### src/rtl/muldiv_pkg.sv
// Shared types for the HI/LO multiply/divide unit: op encodings, FSM states,
// the per-operation sign/kind context and the iteration counter sizing.
package muldiv_pkg;

  typedef enum logic [2:0] {
    OP_NOP   = 3'd0,
    OP_MULT  = 3'd1,
    OP_MULTU = 3'd2,
    OP_DIV   = 3'd3,
    OP_DIVU  = 3'd4,
    OP_MTHI  = 3'd5,
    OP_MTLO  = 3'd6
  } op_e;

  typedef enum logic [1:0] {
    S_IDLE = 2'd0,
    S_RUN  = 2'd1,
    S_FIX  = 2'd2
  } state_e;

  // What the FIX state needs to know about the op that was issued
  typedef struct packed {
    logic is_div;
    logic neg_lo;   // negate product (mult) or quotient (div)
    logic neg_hi;   // negate remainder (div only)
  } op_ctx_t;

  localparam int MULDIV_WIDTH = 32;

  // Counter must hold 0..width-1 with headroom
  function automatic int cnt_width(input int width);
    return $clog2(width) + 1;
  endfunction

  localparam int CNT_W = cnt_width(MULDIV_WIDTH);

endpackage

### src/rtl/muldiv_iter_core.sv
// Unsigned iterative engine shared by multiply and divide. The 2*WIDTH
// accumulator is loaded by the control logic, then stepped once per cycle:
//   mult: acc = {partial, multiplier}, shift-add, right shift
//   div : acc = {remainder, dividend}, restoring subtract, left shift
// After WIDTH steps acc holds {hi, lo} of the product or {rem, quot}.
module muldiv_iter_core
  import muldiv_pkg::*;
#(
  parameter int WIDTH = 32
) (
  input  logic                 clk,
  input  logic                 rst,
  input  logic                 load,
  input  logic                 step,
  input  logic                 is_div,
  input  logic [2*WIDTH-1:0]   load_acc,
  input  logic [WIDTH-1:0]     load_m,
  output logic [2*WIDTH-1:0]   acc,
  output logic                 last
);

  localparam int CW = cnt_width(WIDTH);

  logic [WIDTH-1:0]   m;
  logic [CW-1:0]      cnt;
  logic [WIDTH:0]     sum;
  logic [WIDTH:0]     rem_ext;
  logic [WIDTH-1:0]   diff;
  logic [2*WIDTH-1:0] acc_mul;
  logic [2*WIDTH-1:0] acc_div;

  // One step of each algorithm; the remainder is widened by one bit because
  // 2*rem+1 can exceed WIDTH bits before the compare.
  always_comb begin
    sum     = {1'b0, acc[2*WIDTH-1:WIDTH]} + (acc[0] ? {1'b0, m} : '0);
    acc_mul = {sum, acc[WIDTH-1:1]};
    rem_ext = {acc[2*WIDTH-1:WIDTH], acc[WIDTH-1]};
    diff    = rem_ext[WIDTH-1:0] - m;
    if (rem_ext >= {1'b0, m})
      acc_div = {diff, acc[WIDTH-2:0], 1'b1};
    else
      acc_div = {rem_ext[WIDTH-1:0], acc[WIDTH-2:0], 1'b0};
  end

  assign last = (cnt == CW'(WIDTH - 1));

  // Accumulator, operand and step counter
  always_ff @(posedge clk or posedge rst) begin
    if (rst) begin
      acc <= '0;
      m   <= '0;
      cnt <= '0;
    end else if (load) begin
      acc <= load_acc;
      m   <= load_m;
      cnt <= '0;
    end else if (step) begin
      acc <= is_div ? acc_div : acc_mul;
      cnt <= cnt + 1'b1;
    end
  end

endmodule

### src/rtl/muldiv_hilo_unit.sv
// Multiply/divide unit owning architectural HI/LO. Signed ops are run on
// magnitudes and sign-corrected in FIX. stall_o is a pure decode of the
// registered state, so the issuing instruction itself never stalls.
// Optional build macro: MULDIV_FAST_MUL_EN (single-cycle multiplier; MULT and
// MULTU go straight to FIX; division stays iterative).
module muldiv_hilo_unit
  import muldiv_pkg::*;
#(
  parameter int WIDTH = 32
) (
  input  logic             clk,
  input  logic             rst,
  input  logic             start_i,
  input  logic [2:0]       op_i,
  input  logic [WIDTH-1:0] a_i,
  input  logic [WIDTH-1:0] b_i,
  input  logic             flush_i,
  output logic             stall_o,
  output logic [WIDTH-1:0] hi_o,
  output logic [WIDTH-1:0] lo_o,
  output logic             done_o
);

  state_e             state, next_state;
  op_ctx_t            ctx, ctx_d;
  logic [WIDTH-1:0]   hi_q, lo_q;
  logic               done_q;

  logic               core_load, core_step, core_last;
  logic [2*WIDTH-1:0] load_acc, acc;
  logic [WIDTH-1:0]   load_m;

  logic               sgn;
  logic [WIDTH-1:0]   a_mag, b_mag;
  logic               do_write, mt_hi, mt_lo;

  logic [2*WIDTH-1:0] prod;
  logic [WIDTH-1:0]   quot, rem;
  logic [WIDTH-1:0]   res_hi, res_lo;

  // Operand magnitudes; unsigned ops pass operands through untouched
  always_comb begin
    sgn   = (op_i == OP_MULT) || (op_i == OP_DIV);
    a_mag = (sgn && a_i[WIDTH-1]) ? -a_i : a_i;
    b_mag = (sgn && b_i[WIDTH-1]) ? -b_i : b_i;
  end

  muldiv_iter_core #(.WIDTH(WIDTH)) u_core (
    .clk      (clk),
    .rst      (rst),
    .load     (core_load),
    .step     (core_step),
    .is_div   (ctx.is_div),
    .load_acc (load_acc),
    .load_m   (load_m),
    .acc      (acc),
    .last     (core_last)
  );

  // State register
  always_ff @(posedge clk or posedge rst) begin
    if (rst) state <= S_IDLE;
    else     state <= next_state;
  end

  // Next state, issue decode and core control
  always_comb begin
    next_state = state;
    core_load  = 1'b0;
    core_step  = 1'b0;
    load_acc   = '0;
    load_m     = '0;
    ctx_d      = ctx;
    do_write   = 1'b0;
    mt_hi      = 1'b0;
    mt_lo      = 1'b0;
    case (state)
      S_IDLE: begin
        if (start_i && !flush_i) begin
          case (op_i)
            OP_MULT, OP_MULTU: begin
              core_load    = 1'b1;
              ctx_d.is_div = 1'b0;
              ctx_d.neg_lo = sgn && (a_i[WIDTH-1] ^ b_i[WIDTH-1]);
              ctx_d.neg_hi = 1'b0;
`ifdef MULDIV_FAST_MUL_EN
              load_acc     = {{WIDTH{1'b0}}, a_mag} * {{WIDTH{1'b0}}, b_mag};
              next_state   = S_FIX;
`else
              load_acc     = {{WIDTH{1'b0}}, b_mag};
              load_m       = a_mag;
              next_state   = S_RUN;
`endif
            end
            OP_DIV, OP_DIVU: begin
              core_load    = 1'b1;
              ctx_d.is_div = 1'b1;
              ctx_d.neg_hi = sgn && a_i[WIDTH-1];
              if (b_i == '0) begin
                // rem = |a| re-signed to the dividend gives HI = a_i;
                // LO stays all ones, so no quotient negate
                load_acc     = {a_mag, {WIDTH{1'b1}}};
                ctx_d.neg_lo = 1'b0;
                next_state   = S_FIX;
              end else begin
                load_acc     = {{WIDTH{1'b0}}, a_mag};
                load_m       = b_mag;
                ctx_d.neg_lo = sgn && (a_i[WIDTH-1] ^ b_i[WIDTH-1]);
                next_state   = S_RUN;
              end
            end
            OP_MTHI: mt_hi = 1'b1;
            OP_MTLO: mt_lo = 1'b1;
            default: ;
          endcase
        end
      end
      S_RUN: begin
        if (flush_i) begin
          next_state = S_IDLE;
        end else begin
          core_step = 1'b1;
          if (core_last) next_state = S_FIX;
        end
      end
      S_FIX: begin
        next_state = S_IDLE;
        do_write   = !flush_i;
      end
      default: next_state = S_IDLE;
    endcase
  end

  // Sign correction of the unsigned core result
  always_comb begin
    prod   = ctx.neg_lo ? -acc : acc;
    quot   = ctx.neg_lo ? -acc[WIDTH-1:0] : acc[WIDTH-1:0];
    rem    = ctx.neg_hi ? -acc[2*WIDTH-1:WIDTH] : acc[2*WIDTH-1:WIDTH];
    res_hi = ctx.is_div ? rem  : prod[2*WIDTH-1:WIDTH];
    res_lo = ctx.is_div ? quot : prod[WIDTH-1:0];
  end

  // HI/LO architectural registers, op context and done pulse
  always_ff @(posedge clk or posedge rst) begin
    if (rst) begin
      hi_q   <= '0;
      lo_q   <= '0;
      done_q <= 1'b0;
      ctx    <= '0;
    end else begin
      done_q <= do_write;
      if (core_load) ctx <= ctx_d;
      if (do_write) begin
        hi_q <= res_hi;
        lo_q <= res_lo;
      end else begin
        if (mt_hi) hi_q <= a_i;
        if (mt_lo) lo_q <= a_i;
      end
    end
  end

  assign stall_o = (state != S_IDLE);
  assign hi_o    = hi_q;
  assign lo_o    = lo_q;
  assign done_o  = done_q;

endmodule

### config.mk
export PLATFORM = sky130hd
export DESIGN_NAME = muldiv_hilo_unit
export DESIGN_NICKNAME = d
export VERILOG_FILES = /design/src/rtl/muldiv_pkg.sv /design/src/rtl/muldiv_iter_core.sv /design/src/rtl/muldiv_hilo_unit.sv
export SDC_FILE = /design/constraint.sdc
export NUM_CORES = 1
export LEC_CHECK = 0
export BUFFER_PORTS_ARGS = -buffer_cell sky130_fd_sc_hd__buf_2
export CAP_MARGIN = 10
export CORE_MARGIN = 3
export CORE_UTILIZATION = 39
export DETAILED_ROUTE_END_ITERATION = 7
export PLACE_DENSITY = 0.61
export SETUP_SLACK_MARGIN = 0.05
export SYNTH_ARGS = -nofsm -noshare
export SYNTH_HDL_FRONTEND = slang
export SYNTH_SLANG_ARGS = --single-unit
### constraint.sdc
create_clock -name clk -period 12.8 [get_ports clk]
set_clock_uncertainty 0.1 [all_clocks]
set_input_delay 3.84 -clock clk [delete_from_list [all_inputs] [get_ports clk]]
set_output_delay 3.84 -clock clk [all_outputs]
set_load 0.05 [all_outputs]
== Yosys cells after proc, flatten, opt, wreduce, memory -nomap -nowiden ==
Cells that the tools add are included.

* Input port bits: 71
* Flip-flop bits (word level): 172
* Word-level logic and storage cells: 96
* Output and inout port bits: 66

* Equal/unequal tests: 12
* Magnitude comparators: 1
* Muxes and demuxes: 46
* Bitwise gates (word level): 1
* Add/subtract/negate cells: 8
* Reductions and logical operators: 18

{| class="wikitable"
|+ Operator list
! kind !! number
|-
| 64-bit 2-to-1 mux || 8
|-
| 32-bit 2-to-1 mux || 14
|-
| 32-bit negator || 4
|-
| 64-bit one-hot mux with 2 select lines || 1
|-
| 64-bit negator || 1
|-
| 32-bit one-hot mux with 2 select lines || 1
|-
| 32-bit by 33-bit adder with 33-bit output || 1
|-
| 33-bit by 32-bit >= comparator with 1-bit output || 1
|-
| 32-bit zero test || 1
|-
| 32-bit subtractor || 1
|-
| 1-bit 2-to-1 mux || 13
|-
| 6-bit 2-to-1 mux || 2
|-
| 2-bit nonzero test || 5
|-
| 3-bit == test (second input constant) || 3
|-
| 2-bit 2-to-1 mux || 4
|-
| 2-bit one-hot mux with 2 select lines || 2
|-
| 6-bit by 1-bit adder with 6-bit output (second input constant) || 1
|-
| 3-bit by 2-bit == test with 1-bit output (second input constant) || 2
|-
| 6-bit by 5-bit == test with 1-bit output (second input constant) || 1
|-
| 3-bit one-hot mux with 2 select lines || 1
|-
| 1-bit logical AND || 4
|-
| 4-bit AND reduction || 1
|-
| 2-bit OR reduction || 2
|-
| 4-bit OR reduction || 1
|-
| other kinds (11) || 11
|}

== Longest topological paths before layout ==
* Depth after elaboration: 9
* Mapped depth: 15
* Mapped depth without buffers: 14

== Cells and area by module ==
A second synthesis with hierarchy kept.

* Cells, all modules: 2134
* Area total of the unflattened synthesis: 16331.9 µm²

{| class="wikitable"
|+ By module, submodules not included
! module !! seq. area each (µm²) !! area each (µm²) !! cells each !! instances
|-
| muldiv_iter_core || 2552.4 || 9001.1 || 1143 || 1
|-
| muldiv_hilo_unit || 1751.7 || 7330.8 || 991 || 1
|}

== Worst setup path before layout ==
OpenSTA, ideal clock, no wires.

* Path kind: input to register
* Start point: input b_i[10]
* End point: register u_core.acc[36]
* Data required time: 12.623 ns
* Arrival: 6.312 ns
* Path slack: 6.310 ns
* Stages: 11
* Buffers on the path: 1
* Library setup time: 0.077 ns
* Cells stage by stage: or4_4 -> or4_4 -> nor2_2 -> and2_4 -> nand2_2 -> or4_1 -> buf_6 -> nor2_8 -> a21oi_1 -> a211o_1 -> a21oi_1

* Word-level cells in the longest chain between the ends: 6

{| class="wikitable"
|+ RTL lines
! what !! RTL line !! source
|-
| start: declaration || muldiv_hilo_unit.sv:16 || <nowiki>input logic [WIDTH-1:0] b_i,</nowiki>
|-
| 32-bit zero test || muldiv_hilo_unit.sv:99 || <nowiki>if (b_i == '0) begin</nowiki>
|-
| 64-bit 2-to-1 mux || muldiv_hilo_unit.sv:99 ||
|-
| 64-bit one-hot mux with 2 select lines || muldiv_hilo_unit.sv:80 || <nowiki>case (op_i)</nowiki>
|-
| 64-bit 2-to-1 mux || muldiv_hilo_unit.sv:79 || <nowiki>if (start_i && !flush_i) begin</nowiki>
|-
| 64-bit 2-to-1 mux || muldiv_hilo_unit.sv:77 || <nowiki>case (state)</nowiki>
|-
| 64-bit 2-to-1 mux || muldiv_iter_core.sv:53 || <nowiki>end else if (load) begin</nowiki>
|-
| end signal: assignment || muldiv_iter_core.sv:54 || <nowiki>acc <= load_acc;</nowiki>
|-
| end signal: assignment || muldiv_iter_core.sv:58 || <nowiki>acc <= is_div ? acc_div : acc_mul;</nowiki>
|-
| end: declaration || muldiv_iter_core.sv:18 || <nowiki>output logic [2*WIDTH-1:0] acc,</nowiki>
|}

No other way between the ends.
A chain may end at the register's enable or synchronous reset.

== Final worst setup path ==
* Start point: input b_i[10]
* End point: register u_core.m[7]

* Word-level cells in the longest chain between the ends: 5

{| class="wikitable"
|+ RTL lines
! what !! RTL line !! source
|-
| 32-bit zero test || muldiv_hilo_unit.sv:99 ||
|-
| 32-bit 2-to-1 mux || muldiv_hilo_unit.sv:99 ||
|-
| 32-bit one-hot mux with 2 select lines || muldiv_hilo_unit.sv:80 ||
|-
| 32-bit 2-to-1 mux || muldiv_hilo_unit.sv:79 ||
|-
| 32-bit 2-to-1 mux || muldiv_hilo_unit.sv:77 ||
|-
| end signal: assignment || muldiv_iter_core.sv:55 || <nowiki>m <= load_m;</nowiki>
|-
| end: declaration || muldiv_iter_core.sv:24 || <nowiki>logic [WIDTH-1:0] m;</nowiki>
|}

No other way between the ends.

==> flow_metrics.tcl <==
set metrics [dict create \
    outcome "completed" \
    cts.path.max_buffers 2 \
    worstHoldPathType "flop to flop" \
    crit_start "b_i[10]" \
    globalplace.congestion 0.944 \
    nets 2088 \
    ioPinCount 137 \
    ys_ff_latch 172 \
    end_kind "flop" \
    setup_viol 0 \
    combPwrFrac_pct 60.9 \
    tritoncts "done" \
    reg2reg_from "u_core.acc[0]" \
    layout-drive-gt1-share_pct 11.8 \
    fmax_mhz 145 \
    yosys-top-cells-area "dfrtp_1 (29%), o21ai_0 (7.7%), mux2i_1 (6.7%)" \
    vdd_drop_max_mv 0.123 \
    cts_max_level 4 \
    cts_buffers 17 \
    path_class "input pin to flop" \
    yosysSeqAreaShare_pct 28.8 \
    final_max_slew_viol_count 0 \
    drt_first_iter_violations 1378 \
    worstSkewPairLatency_ns 0.45 \
    cts-resized-gates 0 \
    wl_met3_um 3660 \
    vias_per_cell 6.00 \
    dr.pass1.iters 5 \
    synth_edf_count 0 \
    cp-start-kind "input pin" \
    overflow 0 \
    grtUsageTotal_pct 25.3 \
    relSlewSlack_pct 18.3 \
    synth_area_mm2 0.0150 \
    synth_area_leader_cell "dfrtp_1" \
    clock-sinks 172 \
    swShare_pct 51.4 \
    grt_setup_unrepaired "no" \
    synth_flop_cell "dfrtp_1" \
    grt_pass1_wl_um 81500 \
    power_density_mw_per_mm2 242 \
    dieArea_mm2 0.0408 \
    worstHoldStart "u_core.m[31]" \
    netlist.area_leader.share_pct 28.8 \
    p_int_mw 1.95 \
    switchingPower_mw 2.06 \
    synthToLayoutAreaGrowth_pct 11.0 \
    chipHeight_um 202 \
    yosys_warnings 0 \
    fin_crit_ns 6.88 \
    avgSynthCellArea_um2 7.94 \
    antenna_found_initial 1 \
    top_layer_used "met5" \
    drt_wl_total_um 53100 \
    critical_path_required_ns 13.01 \
    drc 0 \
    clkTransAtPathRegs_ns 0.07 \
    rows 71 \
    synthCells 1885 \
    synth.most_common_cell "o21ai_0" \
    n_fill_cell 3803 \
    die_w_um 202 \
    pwr-share-clk_pct 13.5 \
    post_cts_buffers 0 \
    initial_core_util_pct 39.6 \
    power.leakage_nw 7.27 \
    wl_per_cell_um 21.5 \
    hold_viol_final 0 \
    crit_arrival_ns 7.08 \
    worstMarginPinSlew_ns 1.22 \
    met1_length_um 24400 \
    holdBufCountCts 0 \
    final_util_pct 44.0 \
    hpwl_um 40600 \
    routed-wl-met2_um 23600 \
    synth_common_cells "o21ai_0 (229), nand2_1 (183), dfrtp_1 (172), nor2_1 (166), a21oi_1 (158)" \
    postSynth.asyncResetShare_pct 100 \
    grt_max_degree 110 \
    core_area_mm2 0.0378 \
    cts_root_buf "clkbuf_16" \
    maxCapViolCount 0 \
    io_buffers 136 \
    p_seq_share_pct 25.7 \
    synth_fp_nets 2027 \
    vias 14818 \
    grt_pass1_vias 13744 \
    final.setup.tns_ns 0 \
    synth.distinct_cells 78 \
    num_antenna_cells 0 \
    crit_fanout 28 \
    finalCritPeriodShare_pct 53.7 \
    ant_nets 0 \
]
-- state kept, by name, summed over array words and instances (netlist names) --
| signal | count |
|---|---|
| done_o | 1 |
| ctx | 3 |
| u_core.acc | 64 |
| lo_o | 32 |
| state | 2 |
| u_core.cnt | 6 |
| hi_o | 32 |
| u_core.m | 32 |
-- path summary, 6_finish.rpt --
check / to / slack, ns / depth (start not counted)
max: u_core.m[7] / 5.92 / 11
min: u_core.m[31] / 0.43 / 2
max reg2reg: u_core.acc[60] / 8.19 / 14
min reg2reg: u_core.m[31] / 0.43 / 2
max in group asynchronous: ctx[2] / 7.46 / 3
min in group asynchronous: hi_o[2] / 3.48 / 2
-- power groups by stage --
| stage | clock [mW] | combinational (mW) | sequential, mW |
|---|---|---|---|
| 2_1_floorplan | 0 | 1.70 | 1.07 |
| 3_3_place_gp | 0 | 2.38 | 1.02 |
| 3_5_place_dp | 0 | 2.40 | 1.02 |
| 4_1_cts | 0.547 | 2.41 | 1.01 |
| 5_1_grt | 0.569 | 2.68 | 1.05 |
| 6_report | 0.540 | 2.44 | 1.03 |
-- stage by stage --
| step | setup slack (ns) | hold WS, ns | cells | area [µm²] | total power, mW |
|---|---|---|---|---|---|
| after CTS | 5.98 | 0.420 | 2470 | 16600 | 3.97 |
| after global placement | 5.58 | 0.381 | 2438 | 16000 | 3.40 |
| after floorplan | 4.20 | 0.350 | 1885 | 15000 | 2.76 |
| after detailed placement | 5.52 | 0.395 | 2438 | 16000 | 3.42 |
| after global routing | 5.73 | 0.459 | 2470 | 16600 | 4.30 |
| final | 5.92 | 0.427 | 2470 | 16600 | 4.02 |
-- worst max-delay path: stages --
cell and delay (ns):
buf_2 0.13, or4_4 0.58, or4_4 0.45, nor2_2 0.11, and2_4 0.18, nand2_2 0.10
or4_1 0.66, nand2_2 0.59, nor2_1 0.11, a211oi_1 0.24, a21oi_1 0.06
-- logic make-up after synthesis --
kind of cell             Yosys count  synth area share (%)
AO/OA/AOI/OAI                    644                  26.2
XOR/XNOR                         175                  10.2
adder cells (fa/ha/maj)           71                  6.04
buffers and inverters            180                  4.65
flip-flops                       172                  28.8
multiplexers                     109                  7.37
AND/OR/NAND/NOR                  534                  16.8
-- routing by layer --
| layer | vias to the layer above | GRT usage [%] |
|---|---|---|
| met3 | 85 | 2.83 |
| met2 | 646 | 39.8 |
| met4 | 2 | 7.65 |
| met1 | 7117 | 36.6 |
| met5 | - | 0 |
| li1 | 6968 | - |
-- cell usage in the layout, fill, tap and decap left out, types with 5 or more instances in the layout --
cell type	synthesis	routed
a22o_1	8	8
o221ai_1	26	26
a211oi_1	20	20
nor3_1	40	40
o21a_1	6	6
a31oi_1	23	23
inv_1	67	66
nor2_1	166	165
or3_1	12	12
a221o_1	6	6
a21oi_1	158	157
mux2i_1	100	100
xnor2_1	114	114
o211ai_1	19	19
o21ai_1	5	5
o41ai_1	8	8
and2_1	11	11
clkbuf_16	0	17
buf_4	2	19
or4_4	6	6
mux2_2	9	9
inv_6	0	7
a21o_1	27	27
nor2b_1	8	8
buf_2	4	136
xor2_1	61	61
o21ai_0	229	229
ha_1	69	69
and3_1	5	5
or4_1	8	8
nand4_1	16	16
nand3_1	28	28
nand2_1	183	183
o21bai_1	13	13
dfrtp_1	172	171
o31ai_1	24	24
a221oi_1	6	6
o22ai_1	35	35
nand2b_1	14	14
nor4_1	7	7
-- area by class of cell --
| type | count | area (µm²) | share of cell area [%] |
|---|---|---|---|
| tap | 511 | 639 | 3.85 |
| sequential | 172 | 4310 | 25.9 |
| multi-input combinational | 1533 | 9990 | 60.1 |
| clock inverter | 14 | 156 | 0.942 |
| inverter | 67 | 256 | 1.54 |
| timing repair buffer | 155 | 823 | 4.96 |
| clock buffer | 18 | 439 | 2.64 |
(Power assumes the default switching activity.)
